`config.mk`:
```
export PLATFORM = sky130hd
export DESIGN_NAME = full_adder_behavioral
export DESIGN_NICKNAME = d
export VERILOG_FILES = /design/src/rtl/full_adder_behavioral.sv
export SDC_FILE = /design/constraint.sdc
export NUM_CORES = 1
export LEC_CHECK = 0
export ABC_AREA = 1
export BUFFER_PORTS_ARGS = -buffer_cell sky130_fd_sc_hd__clkbuf_2
export CAP_MARGIN = 20
export CORE_AREA = 2 2 39 41
export DETAILED_ROUTE_END_ITERATION = 8
export DIE_AREA = 0 0 41 43
export GPL_TIMING_DRIVEN = 0
export PLACE_DENSITY_LB_ADDON = 0.12
export RECOVER_POWER = 25
export SLEW_MARGIN = 10
export SYNTH_ARGS = -nofsm -noshare
export SYNTH_HDL_FRONTEND = slang
export SYNTH_SLANG_ARGS = --single-unit
```
`constraint.sdc`:
```
create_clock -name clk -period 1.6 [get_ports clk]
set_input_delay 0.16 -clock clk [delete_from_list [all_inputs] [get_ports clk]]
set_output_delay 0.16 -clock clk [all_outputs]
set_load 0.01 [all_outputs]
```
`src/rtl/full_adder_behavioral.sv`:
```
// Behavioral WIDTH-bit full adder: combinational sum/carry plus a registered,
// chainable result stage for word-serial multi-word addition (LS word first).
module full_adder_behavioral #(
    parameter int unsigned WIDTH = 1
) (
    input  logic             clk,
    input  logic             rst_n,
    input  logic [WIDTH-1:0] a,
    input  logic [WIDTH-1:0] b,
    input  logic             carry_in,
    input  logic             chain,
    input  logic             in_valid,
    output logic [WIDTH-1:0] sum,
    output logic             carry_out,
    output logic [WIDTH-1:0] sum_q,
    output logic             carry_q,
    output logic             overflow_q,
    output logic             out_valid
);

    logic             cin_eff;
    logic [WIDTH:0]   full_sum;
    logic             ovf;

    // The stored carry feeds back here, so a chained beat reads the old carry_q.
    always_comb begin
        cin_eff   = chain ? carry_q : carry_in;
        full_sum  = {1'b0, a} + {1'b0, b} + {{WIDTH{1'b0}}, cin_eff};
        sum       = full_sum[WIDTH-1:0];
        carry_out = full_sum[WIDTH];
        ovf       = (a[WIDTH-1] == b[WIDTH-1]) && (sum[WIDTH-1] != a[WIDTH-1]);
    end

    always_ff @(posedge clk) begin
        if (!rst_n) begin
            sum_q      <= '0;
            carry_q    <= 1'b0;
            overflow_q <= 1'b0;
            out_valid  <= 1'b0;
        end else begin
            out_valid <= in_valid;
            if (in_valid) begin
                sum_q      <= sum;
                carry_q    <= carry_out;
                overflow_q <= ovf;
            end
        end
    end

endmodule

```
==> impl_summary.txt <==
----------------------------------------------------
[Logic synthesis]
  Mapped Avg Cell Area ... around 8.4 um2
  Proportion of synthesized chip area in sequential cells ... between 40% and 50%
  Top cells by area in the synthesized netlist ... sky130_fd_sc_hd__dfxtp_1 44%, sky130_fd_sc_hd__inv_1 12%, sky130_fd_sc_hd__fa_1 11%
  Fraction of registers with async set or reset after synthesis ... 0%
  Proportion of netlist area held by the largest area contributor ... roughly 44%
  Most used flip-flop cell after synthesis ... sky130_fd_sc_hd__dfxtp_1
  Synth area leader ... sky130_fd_sc_hd__dfxtp_1
  Number of warnings issued by yosys ... 0
  Syn Inst Count ... 22
  Unique masters post-synth ... 9
  Number of enable-type register cells in the synthesized netlist ... 0
  Post-Syn Area ... between 150 and 200 um2
  Count leader, synth ... sky130_fd_sc_hd__inv_1
  Commonest cells in the netlist ... 6 x sky130_fd_sc_hd__inv_1, 4 x sky130_fd_sc_hd__dfxtp_1, 3 x sky130_fd_sc_hd__nand3_1
  Synth Register Bits ... 4
  Number of nets in the synthesized netlist ... 30

[Global route]
  Via count of the first global-routing pass ... 177
  Overall fraction of global-route tracks in use ... ~6.5%
  Grt ovf ... 0
  Pin count of the biggest net entering global routing ... 8
  Number of antenna violations at the first check in global routing ... 0
  Wire length of the first global-routing pass ... slightly below 700 um

[Layout]
  Layout cells sized above 1 ... 40.54%
  Inserted Diodes ... 0
  Filler cells ... roughly 170
  Area growth from synthesis to final layout ... 57.14%
  Post-layout net count ... between 40 and 50
  Design Area, Final ... ~290 um2

[Setup path]
  Maximum single-stage delay on the critical path ... about 0.51 ns
  Kind of capture point of the worst setup path ... primary output
  Arrival time of the worst setup path ... about 1.5 ns
  R2R Setup Slk ... about 0.12 ns
  Reg2Reg Depth ... 7
  Start point of the critical path ... carry_q
  Required time of the critical path ... between 1 and 1.5 ns
  Worst setup path category ... reg -> out
  Reg-to-reg critical path endpoint ... overflow_q
  Crit-path cells ... mux2_4 > fa_1 > buf_2
  Max Fanout on Critical Path ... 3
  Cell with the biggest individual delay on the critical path ... sky130_fd_sc_hd__fa_1
  Critical path launch point type ... flop
  Critical path destination ... sum
  Worst reg2reg startpoint ... carry_q

[Clock network]
  Clock tree from TritonCTS ... built
  Number of buffers added by the clock tree synthesis step ... 3
  Clock tree root driver cell ... sky130_fd_sc_hd__clkbuf_4
  Clock sink count ... 4
  # hold bufs at CTS ... 0
  Clock slew at reported path FFs ... 0.04 ns
  Deepest level of the CTS H-tree ... 1
  Clock Tree Buf Depth ... 2
  Clock insertion delay at the later pin of the skew report ... between 0.2 and 0.25 ns

[Floorplan]
  Row count ... 14
  Die Span Y ... 43 um
  Initial cell density of the core ... about an eighth
  Core Area ... 1384 um2
  Area enclosed by the die boundary ... roughly 1800 um2
  Width of the die ... ~41 um
  I/O pin cnt ... 13

[Drt]
  Total DRC errors in the routed layout ... 0
  Via count ... a little under 200
  Post-Route WL ... around 440 um
  Drt wl/cell ... between 8 and 9 um
  DRC marker count from the first detailed-route iteration ... 0
  Per-cell via count in the routed design ... between 3 and 4
  Residual antenna-violating net count after detailed routing ... 0
  Drt first pass iters ... 1

[Placement]
  Standard cell area after detailed placement ... approximately 260 um2
  Pre-CTS setup slack ... 0.1006 ns
  Final weighted congestion of routability-driven global placement ... 0.6493
  Port-buffer cells ... 12
  Detailed-placement wirelength estimate ... roughly 340 um

[STA]
  Minimum period implied by the final worst setup slack ... around 1.6 ns
  Share of the clock period used by the worst path after layout ... 101.0%
  Setup repair after global routing missed its margin ... true
  Final number of setup-violating endpoints ... 1
  Slew HR ... between 80% and 90%
  Final max-slew violation count ... 0
  Least-Margin Pin Slew ... approximately 0.27 ns
  Final WS setup ... -0.01653 ns
  Final Hold Viols ... 0
  Layout Skew ... 0.003179 ns
  Worst slack on hold paths ... between 0.15 and 0.2 ns
  Max Clock Freq ... around 620 MHz

[Pwr]
  Power, Total ... roughly 0.3 mW
  Power per cell area ... 1037 nW/um2
  Leakage power of the design ... 0.1617 nW
  VDD IR-drop max ... 0.2321 mV

[Run]
  Max-cap violations ... 0

[Outcome]
  Violations in the final reports ... setup timing
  Status ... complete, but fails checks

[Worst hold path]
  Type of the worst min-delay path ... in -> reg
  Hold depth ... 3

----------------------------------------------------
## worst min path at each step
stage                     startpoint         to
after floorplan             in_valid    carry_q
after global placement         rst_n  out_valid
after detailed placement       rst_n  out_valid
after CTS                      rst_n  out_valid
after global routing           rst_n  out_valid
final                          rst_n  out_valid
## worst max-delay path: cells and delay by family, from the launching register on
family     cells  cell delay [ns]
fa+ha+maj      1             0.51
buf+inv        1             0.14
flops          1             0.32
mux            1             0.26
## where the power goes
part           switching [mW]  internal, mW
Clock                  0.0419        0.0840
Sequential            0.00371         0.108
Combinational          0.0332        0.0285
Total                  0.0788         0.221
## routing by layer
metal  GRT usage [%]  share of wire, %  wire length (um)
met1           6.431                37               164
met2           7.500                47               207
met3           3.141                16                69
met4           10.00                 0                 0
met5               0                 0                 0
## placed cells by master (no fill, tap or decap), types with 2 or more instances in the layout
cell type and n:
sky130_fd_sc_hd__clkbuf_2 9, sky130_fd_sc_hd__nand3_1 3, sky130_fd_sc_hd__nand2_1 2, sky130_fd_sc_hd__dfxtp_1 3
sky130_fd_sc_hd__o21ai_1 2, sky130_fd_sc_hd__clkbuf_1 2, sky130_fd_sc_hd__clkbuf_4 3, sky130_fd_sc_hd__inv_1 6
sky130_fd_sc_hd__a21oi_1 2
## registers in the layout, indices dropped and copies added, names as in the netlist
signal / cells
overflow_q: 1
out_valid: 1
carry_q: 1
sum_q: 1
## stage by stage
stage	instances	setup TNS [ns]	util [%]
3_3_place_gp	50	0	19.08
3_5_place_dp	50	0	19.08
2_1_floorplan	22	0	-
5_1_grt	53	-0.06738	20.89
4_1_cts	53	-0.04257	21.07
6_report	53	-0.01653	20.89
## cells by family after synthesis
| group | share of synthesized area (%) |
|---|---|
| compound gates | 14.97 |
| fa+ha+maj | 10.88 |
| buf+inv | 12.24 |
| flops | 43.54 |
| mux | 6.122 |
| simple gates | 12.24 |
## cell type report
type	count	area, um2	share of cell area, %
Clock buffer	3	22.52	7.792
Tap cell	16	20.02	6.926
Inverter	6	22.52	7.792
Sequential cell	4	81.33	28.14
Multi-Input combinational cell	12	85.08	29.44
Timing Repair Buffer	12	57.56	19.91
## what timing repair did
action,in CTS,in global routing
endpoints found under the setup margin,1,1
gates resized for setup,2,1
buffers inserted,0,0
Power figures use the tool's default switching activity.
